## config.mk

```make
export PLATFORM = sky130hd
export DESIGN_NAME = alu_dispatch
export DESIGN_NICKNAME = d
export VERILOG_FILES = /design/src/rtl/alu_pkg.sv /design/src/rtl/alu_regfile.sv /design/src/rtl/alu_dispatch.sv
export SDC_FILE = /design/constraint.sdc
export NUM_CORES = 2
export LEC_CHECK = 0
export CORE_MARGIN = 2
export CORE_UTILIZATION = 35
export DETAILED_ROUTE_END_ITERATION = 16
export PLACE_DENSITY = 0.58
export REMOVE_ABC_BUFFERS = 1
export SLEW_MARGIN = 20
export SYNTH_ARGS = -nofsm -noshare
export SYNTH_HDL_FRONTEND = slang
export SYNTH_SLANG_ARGS = --single-unit
```

## constraint.sdc

```tcl
create_clock -name clk -period 67 [get_ports clk]
set_clock_uncertainty 0.15 [all_clocks]
set_input_delay 20.1 -clock clk [delete_from_list [all_inputs] [get_ports clk]]
set_output_delay 20.1 -clock clk [all_outputs]
set_load 0.03 [all_outputs]
```

## src/rtl/alu_pkg.sv

```systemverilog
// Shared definitions for the ALU dispatch unit: ALU opcodes, major opcodes,
// FSM state encoding and the funct7 legality rule.
package alu_pkg;

  localparam logic [2:0] ALU_ADD  = 3'b000;
  localparam logic [2:0] ALU_SLL  = 3'b001;
  localparam logic [2:0] ALU_SLT  = 3'b010;
  localparam logic [2:0] ALU_SLTU = 3'b011;
  localparam logic [2:0] ALU_XOR  = 3'b100;
  localparam logic [2:0] ALU_SR   = 3'b101;
  localparam logic [2:0] ALU_OR   = 3'b110;
  localparam logic [2:0] ALU_AND  = 3'b111;

  localparam logic [6:0] OPC_RTYPE = 7'b0110011;
  localparam logic [6:0] OPC_ITYPE = 7'b0010011;
  localparam logic [6:0] F7_BASE   = 7'b0000000;
  localparam logic [6:0] F7_ALT    = 7'b0100000;

  typedef enum logic [1:0] {
    ST_IDLE   = 2'b00,
    ST_DECODE = 2'b01,
    ST_EXEC   = 2'b10,
    ST_WB     = 2'b11
  } state_e;

  // I-type non-shift ops carry immediate bits in funct7, so they are always legal.
  function automatic logic funct7_legal(input logic is_rtype, input logic [2:0] funct3,
                                        input logic [6:0] funct7);
    logic ok;
    ok = 1'b0;
    if (!is_rtype && funct3 != ALU_SLL && funct3 != ALU_SR) begin
      ok = 1'b1;
    end else if (funct7 == F7_BASE) begin
      ok = 1'b1;
    end else if (funct7 == F7_ALT) begin
      ok = (funct3 == ALU_SR) || (is_rtype && funct3 == ALU_ADD);
    end else begin
      ok = 1'b0;
    end
    return ok;
  endfunction

endpackage

```

## src/rtl/alu_regfile.sv

```systemverilog
// Architectural register file: two async read ports, one write port, x0 hardwired
// to zero. A third (debug) read port exists when ALU_DISPATCH_DBG_EN is defined.
module alu_regfile #(
  parameter int XLEN = 32,
  parameter int NREG = 32
) (
  input  logic            clk,
  input  logic            rst,
  input  logic [4:0]      raddr1,
  output logic [XLEN-1:0] rdata1,
  input  logic [4:0]      raddr2,
  output logic [XLEN-1:0] rdata2,
  input  logic            we,
  input  logic [4:0]      waddr,
  input  logic [XLEN-1:0] wdata
`ifdef ALU_DISPATCH_DBG_EN
  ,
  input  logic [4:0]      raddr3,
  output logic [XLEN-1:0] rdata3
`endif
);

  logic [XLEN-1:0] regs_r [NREG];

  // Storage; writes to x0 are dropped so it always reads back as zero.
  always_ff @(posedge clk or posedge rst) begin
    if (rst) begin
      for (int i = 0; i < NREG; i++) regs_r[i] <= '0;
    end else if (we && waddr != 5'd0) begin
      regs_r[waddr] <= wdata;
    end
  end

  // Read ports
  always_comb begin
    rdata1 = '0;
    rdata2 = '0;
    if (raddr1 != 5'd0) rdata1 = regs_r[raddr1];
    else rdata1 = '0;
    if (raddr2 != 5'd0) rdata2 = regs_r[raddr2];
    else rdata2 = '0;
  end

`ifdef ALU_DISPATCH_DBG_EN
  // Debug read port
  always_comb begin
    rdata3 = '0;
    if (raddr3 != 5'd0) rdata3 = regs_r[raddr3];
    else rdata3 = '0;
  end
`endif

endmodule

```

## src/rtl/alu_dispatch.sv

```systemverilog
// Decodes RV32 R/I-type ALU instructions, drives an external ALU and writes back.
// Optional debug register read port: define ALU_DISPATCH_DBG_EN.
module alu_dispatch
  import alu_pkg::*;
#(
  parameter int XLEN = 32,
  parameter int NREG = 32
) (
  input  logic            clk,
  input  logic            rst,
  input  logic            instr_valid,
  output logic            instr_ready,
  input  logic [31:0]     instr,
  output logic [XLEN-1:0] alu_op1,
  output logic [XLEN-1:0] alu_op2,
  output logic [2:0]      alu_opcode,
  output logic            alu_is_signed,
  input  logic [XLEN-1:0] alu_res,
  output logic            wb_valid,
  output logic [4:0]      wb_rd,
  output logic [XLEN-1:0] wb_data,
  output logic            illegal
`ifdef ALU_DISPATCH_DBG_EN
  ,
  input  logic [4:0]      dbg_raddr,
  output logic [XLEN-1:0] dbg_rdata
`endif
);

  state_e          state_r;
  logic [31:0]     instr_r;
  logic [XLEN-1:0] res_r;
  logic [XLEN-1:0] rs1_data_s, rs2_data_s, base_op2_s, op2_s;
  logic            is_rtype_s, legal_s, sgn_s, we_s;
  logic [2:0]      opc_s;

  assign instr_ready = (state_r == ST_IDLE);
  assign we_s        = (state_r == ST_WB);

  alu_regfile #(.XLEN(XLEN), .NREG(NREG)) u_regfile (
    .clk    (clk),
    .rst    (rst),
    .raddr1 (instr_r[19:15]),
    .rdata1 (rs1_data_s),
    .raddr2 (instr_r[24:20]),
    .rdata2 (rs2_data_s),
    .we     (we_s),
    .waddr  (instr_r[11:7]),
    .wdata  (res_r)
`ifdef ALU_DISPATCH_DBG_EN
    ,
    .raddr3 (dbg_raddr),
    .rdata3 (dbg_rdata)
`endif
  );

  // Decode: the ALU opcode equals funct3; funct7 bit 30 selects SUB / arithmetic shift.
  always_comb begin
    is_rtype_s = (instr_r[6:0] == OPC_RTYPE);
    opc_s      = instr_r[14:12];
    legal_s    = 1'b0;
    base_op2_s = rs2_data_s;
    op2_s      = rs2_data_s;
    sgn_s      = 1'b0;
    if (is_rtype_s || instr_r[6:0] == OPC_ITYPE) legal_s = funct7_legal(is_rtype_s, opc_s, instr_r[31:25]);
    else legal_s = 1'b0;
    if (is_rtype_s) base_op2_s = rs2_data_s;
    else base_op2_s = {{(XLEN-12){instr_r[31]}}, instr_r[31:20]};
    case (opc_s)
      ALU_ADD: begin
        if (is_rtype_s && instr_r[30]) op2_s = ~rs2_data_s + {{(XLEN-1){1'b0}}, 1'b1};
        else op2_s = base_op2_s;
        sgn_s = 1'b0;
      end
      ALU_SLL: begin
        op2_s = {{(XLEN-5){1'b0}}, base_op2_s[4:0]};
        sgn_s = 1'b0;
      end
      ALU_SLT: begin
        op2_s = base_op2_s;
        sgn_s = 1'b1;
      end
      ALU_SR: begin
        op2_s = {{(XLEN-5){1'b0}}, base_op2_s[4:0]};
        sgn_s = instr_r[30];
      end
      default: begin
        op2_s = base_op2_s;
        sgn_s = 1'b0;
      end
    endcase
  end

  // Dispatch FSM with registered ALU drive, writeback report and illegal pulse.
  always_ff @(posedge clk or posedge rst) begin
    if (rst) begin
      state_r       <= ST_IDLE;
      instr_r       <= 32'd0;
      res_r         <= '0;
      alu_op1       <= '0;
      alu_op2       <= '0;
      alu_opcode    <= 3'd0;
      alu_is_signed <= 1'b0;
      wb_valid      <= 1'b0;
      wb_rd         <= 5'd0;
      wb_data       <= '0;
      illegal       <= 1'b0;
    end else begin
      wb_valid <= 1'b0;
      illegal  <= 1'b0;
      case (state_r)
        ST_IDLE: begin
          if (instr_valid) begin
            instr_r <= instr;
            state_r <= ST_DECODE;
          end
        end
        ST_DECODE: begin
          if (legal_s) begin
            alu_op1       <= rs1_data_s;
            alu_op2       <= op2_s;
            alu_opcode    <= opc_s;
            alu_is_signed <= sgn_s;
            state_r       <= ST_EXEC;
          end else begin
            illegal <= 1'b1;
            state_r <= ST_IDLE;
          end
        end
        ST_EXEC: begin
          res_r   <= alu_res;
          state_r <= ST_WB;
        end
        ST_WB: begin
          wb_valid <= 1'b1;
          wb_rd    <= instr_r[11:7];
          wb_data  <= res_r;
          state_r  <= ST_IDLE;
        end
        default: state_r <= ST_IDLE;
      endcase
    end
  end

endmodule

```

Word-level counts from Yosys, hierarchy flattened
Index checks and enable logic that the tools add are counted.
Widths: inputs -> output; s select.
{"block": "totals", "reg_bits": 1197, "inputBits": 67, "out_inout_bits": 108, "elab_cells": 107}
{"block": "op_classes", "addsub": 1, "order_cmp": 4, "eq_ne": 12, "muxes": 25, "bitwise_logic": 4, "n_reduce_logical": 18}
{"op": "$bwmux 1024", "n": 1}
{"op": "$bmux 32 s5", "n": 2}
{"op": "$mux 32", "n": 9}
{"op": "$demux 32 s5", "n": 1}
{"op": "$pmux 32 s2", "n": 1}
{"op": "$add 32x1->32 const B", "n": 1}
{"op": "$not 32->32", "n": 1}
{"op": "$ge 6x6->1 const B", "n": 3}
{"op": "$not 5->6", "n": 3}
{"op": "$reduce_bool 5->1", "n": 3}
{"op": "$eq 7x6->1 const B", "n": 2}
{"op": "$pmux 2 s4", "n": 1}
{"op": "$eq 7x5->1 const B", "n": 1}
{"op": "$logic_not 7->1", "n": 1}
{"op": "$mux 1", "n": 7}
{"op": "$logic_and 1x1->1", "n": 6}
{"op": "$lt 6x1->1 const B", "n": 1}
{"op": "$eq 2x2->1 const B", "n": 2}
{"op": "$mux 2", "n": 2}
{"op": "$reduce_and 2->1", "n": 2}
{"op": "$eq 3x1->1 const B", "n": 1}
{"op": "$eq 3x2->1 const B", "n": 1}
{"op": "$eq 3x3->1 const B", "n": 1}
{"op": "$logic_not 3->1", "n": 1}
{"op": "other kinds (9)", "n": 10}

Logic depth before layout (Yosys ltp)
{"block": "depth", "ltp_word": 9, "ltp_mapped": 20, "depth_no_buf": 11}

Cells and area by module
A second synthesis with hierarchy kept.
{"block": "unflattened", "cells_unflattened": 4321, "area_unflattened_um2": 62453.6}
{"mod": "alu_regfile", "n_inst": 1, "cells_per_inst": 3614, "area_each_um2": 54732.5, "seq_area_each_um2": 25624.6}
{"mod": "alu_dispatch", "n_inst": 1, "cells_per_inst": 707, "area_each_um2": 7721.2, "seq_area_each_um2": 4329.2}

Worst setup path before layout
OpenSTA, ideal clock, no wires.
{"block": "synth_path", "kind": "in2reg", "from": "input port instr_valid", "to": "register instr_r[10]", "setup_ns": 0.125, "t_arrival_ns": 21.179, "required_time_ns": 66.725, "setup_slack_ns": 45.547, "stages": 4, "n_path_buf": 2, "cell_sequence": "and2_1 clkbuf_1 buf_1 mux2_2"}
{"block": "synth_via", "elab_chain_cells": 1}
{"element": "from (decl)", "line_no": "alu_dispatch.sv:11", "source": "input logic instr_valid,"}
{"element": "$reduce_and 2->1 (no line)"}
{"element": "to (signal assigned)", "line_no": "alu_dispatch.sv:114", "source": "instr_r <= instr;"}
{"element": "to (decl)", "line_no": "alu_dispatch.sv:31", "source": "logic [31:0] instr_r;"}
Every way passes these cells.
A chain may end at the register's enable or synchronous reset.

==> key figures <==
Run status
  – Status: finished clean

Place
  – I/O Buffers: 174
  – Post-DP HPWL: 125,000 µm
  – Setup WS pre-CTS: between 40,000 and 50,000 ps
  – Post-Place Cells: around 6.4k
  – Placed Area: 0.0657 mm²
  – Routability cong.: 0.834

Floorplanning
  – Total core area: between 0.15 and 0.2 mm²
  – Die Height: between 400 and 500 µm
  – Die ar.: 0.180 mm²
  – Boundary pin count: 175
  – Std cell rows: 154
  – Starting Density: 0.352
  – Die W: around 420 µm

Clock network
  – Clock Latency Late Sink: around 810 ps
  – Clock tree buffer depth: 3
  – PostCTS Resize Cnt: 0
  – Htree depth: 4
  – Root Buffer: clkbuf_16
  – Post-CTS setup buffers: 0
  – Hold_buf cts: 0
  – CTS clock-pin slew for the worst setup and hold paths: 60 ps
  – CTS sink cnt: ~1.2k
  – CTS buffer count: around 130
  – CTS tree: done

Drt
  – WL met3: about 14,000 µm
  – Routed len/inst: 31.8 µm
  – Via count: 39.6k
  – Max layer used: met5
  – Met2 Wirelength: slightly below 100,000 µm
  – TritonRoute pass-1 iters: 5
  – Post-Route WL: about 210,000 µm
  – # DRC: 0
  – Wl on met1: 87,500 µm
  – Routed Antenna Nets: 0
  – Initial DRC Count: approximately 3.6k
  – DR vias/cell: 5.96

Finish
  – FILL cells: 16.4k
  – Post-Layout Cell Count: 6,635
  – Diodes inserted: 0
  – Net count, final: 4,267
  – Fin area: 0.0701 mm²
  – Synthesis-to-layout area growth: 13.4%
  – Share of cells above drive strength 1: 0.462

Synthesis
  – Multiplexer area fraction after synthesis: 0.410
  – Top post-synthesis cells by count: 1,197 x dfrtp_1, 1,074 x mux2_2, 510 x mux4_2
  – Post-synth EDFFs: 0
  – Synthesis-stage register bit count: 1,197
  – Area leader, netlist: dfrtp_1
  – Syn Inst Count: 4,218
  – Compound-cell area share of the yosys netlist: 0.0351
  – Area contributors post-synth: dfrtp_1 48%, mux2_2 20%, mux4_2 19%
  – Main combinational cell family by area after synthesis: multiplexers
  – Post-synthesis xor/xnor area fraction: 0.00340
  – Seq/Total Area, Yosys: 0.485
  – Post-Syn Area: 0.0618 mm²
  – Yosys warns: 0
  – Ys flop type: dfrtp_1
  – Fraction of registers with async set/reset: 1.00
  – Yosys cell types: 73
  – Top cell type's share of synthesized area: 0.485
  – Syn_area_per_cell: 14.7 µm²
  – Top-count cell post-synth: dfrtp_1
  – Simple-Gate Fraction of Synth Area: 0.0347
  – Synth Area in Adders: 0.000202

Setup path
  – Slowest-stage cell, CP: buf_4
  – Data required time of the worst path: 67,620 ps
  – CP endpoint kind: async pin
  – Critical path type: input pin to async pin
  – Peak fanout along the critical path: about 140
  – Startpoint types: input pin
  – Crit path top cell by count: buf_4
  – Worst Path Arrival: 23,930 ps
  – CP max stage delay: approximately 900 ps
  – CP cell instances: clkdlybuf4s50_1 -> inv_8 -> buf_12 -> buf_4 -> buf_4

STA
  – RSZ-0062 raised after global routing: false
  – Fin crit share: 0.348
  – Fin. Hold Viols: 0
  – Setup TNS: 0 ps
  – Fin Hold WS: 247 ps
  – Setup violations, final: 0
  – Max Slew Vio Count: 0
  – Final Critical Period: 23,310 ps
  – Final WS setup: 43,690 ps
  – Actual slew at the worst max-slew pin: 1200 ps
  – Fmax: around 0.043 GHz
  – Slew HR: 0.199

Power
  – Clk network pwr share: 0.412
  – PwrDens: 25.5 mW/mm²
  – Pint: 1240 µW
  – Switching pwr: about 540 µW
  – Comb pwr share: 0.139
  – Leakage power total: 0.0314 µW
  – Switching Fraction: 0.303
  – Power share of the sequential group: 0.449
  – Worst VDD drop: between 20 and 30 µV

Global route
  – Largest net degree at the start of global routing: 138
  – Gr usage total: 0.235
  – Vias in the first global route: 40.9k
  – Congestion Overflow GR: 0
  – First-pass GRT wire length: 305,000 µm
  – Initial antenna violation count: 9

Run
  – Max cap viols: 0

Min path
  – Hold Crit Class: register to register
critical path, delay by kind of cell:
kind                   cells  cell delay (ps)
buffers and inverters      5             3410
cells in the final DEF (no fill, tap or decap), types with 10 or more instances in the layout:
| cell | n |
|---|---|
| o22a_1 | 10 |
| o221ai_1 | 25 |
| xnor2_1 | 15 |
| mux4_2 | 510 |
| nor2_1 | 58 |
| mux2_2 | 1074 |
| buf_4 | 117 |
| o21ai_0 | 72 |
| nor2b_1 | 13 |
| nand3_1 | 23 |
| a211oi_1 | 19 |
| nor2_4 | 17 |
| dfrtp_2 | 11 |
| a211o_1 | 13 |
| o22ai_1 | 26 |
| a22oi_1 | 14 |
| o21ai_1 | 10 |
| a221oi_1 | 25 |
| mux2i_1 | 172 |
| a21oi_1 | 54 |
| nand4_1 | 13 |
| clkinv_2 | 13 |
| clkbuf_16 | 135 |
| clkbuf_1 | 35 |
| clkdlybuf4s50_1 | 174 |
| clkbuf_8 | 31 |
| nor3_1 | 18 |
| and2_1 | 14 |
| nand2_1 | 223 |
| nand2_2 | 15 |
| dfrtp_1 | 1178 |
cell type report:
class                           instances  area, µm²  area share
Inverter                                7       33.8    0.000482
Clock buffer                          201       3940      0.0562
Tap cell                             2340       2930      0.0418
Clock inverter                         31        378     0.00539
Sequential cell                      1197      30000       0.428
Timing Repair Buffer                  295       2700      0.0385
Multi-Input combinational cell       2564      30100       0.429
power groups by stage:
stage / Sequential, µW / Combinational [µW] / Clock [µW]
detailed placement: 813 / 248 / 0
CTS: 800 / 249 / 750
finish: 801 / 248 / 736
floorplan: 830 / 130 / 0
global placement: 813 / 247 / 0
global route: 805 / 260 / 778
logic make-up after synthesis:
family | count (synthesis)
adders and majority gates | 1
muxes | 1757
and+or+nand+nor | 460
DFF | 1197
buffers and inverters | 457
AOI/OAI and AO/OA | 322
xor gates and xnor gates | 24
sequential cells by signal (all words and copies together), names as in the netlist, named ones only:
name / count
u_regfile.regs_r: 1024
alu_op1: 32
alu_op2: 32
instr_r: 32
res_r: 32
wb_data: 32
wb_rd: 5
alu_opcode: 3
alu_is_signed: 1
illegal: 1
state_r: 1
wb_valid: 1
worst paths after layout:
path	to	depth (start not counted)	slack [ps]	from
max in group clk	instr_ready	2	44600	state_r[0]$_DFFE_PP0P_
max	u_regfile.regs_r[75]$_DFFE_PP0P_	5	43690	rst
max reg2reg	alu_op2[15]$_DFFE_PP0P_	15	58700	instr_r[20]$_DFFE_PP0P_
min reg2reg	u_regfile.regs_r[995]$_DFFE_PP0P_	0	250	u_regfile.regs_r[995]$_DFFE_PP0P_
min in group asynchronous	u_regfile.regs_r[310]$_DFFE_PP0P_	2	19770	rst
min	u_regfile.regs_r[995]$_DFFE_PP0P_	0	250	u_regfile.regs_r[995]$_DFFE_PP0P_
per-layer routing:
metal	vias up	GRT usage
met5	-	0
met4	6	0.108
met3	415	0.0476
met2	1451	0.373
met1	21700	0.310
li1	16000	-
through the flow:
stage                     utilization  power, µW
after floorplan                     -        959
after global placement          0.374       1060
after detailed placement        0.374       1060
after CTS                       0.398       1800
after global routing            0.399       1840
final                           0.399       1780
No activity file was read; power rests on OpenSTA's default activity.
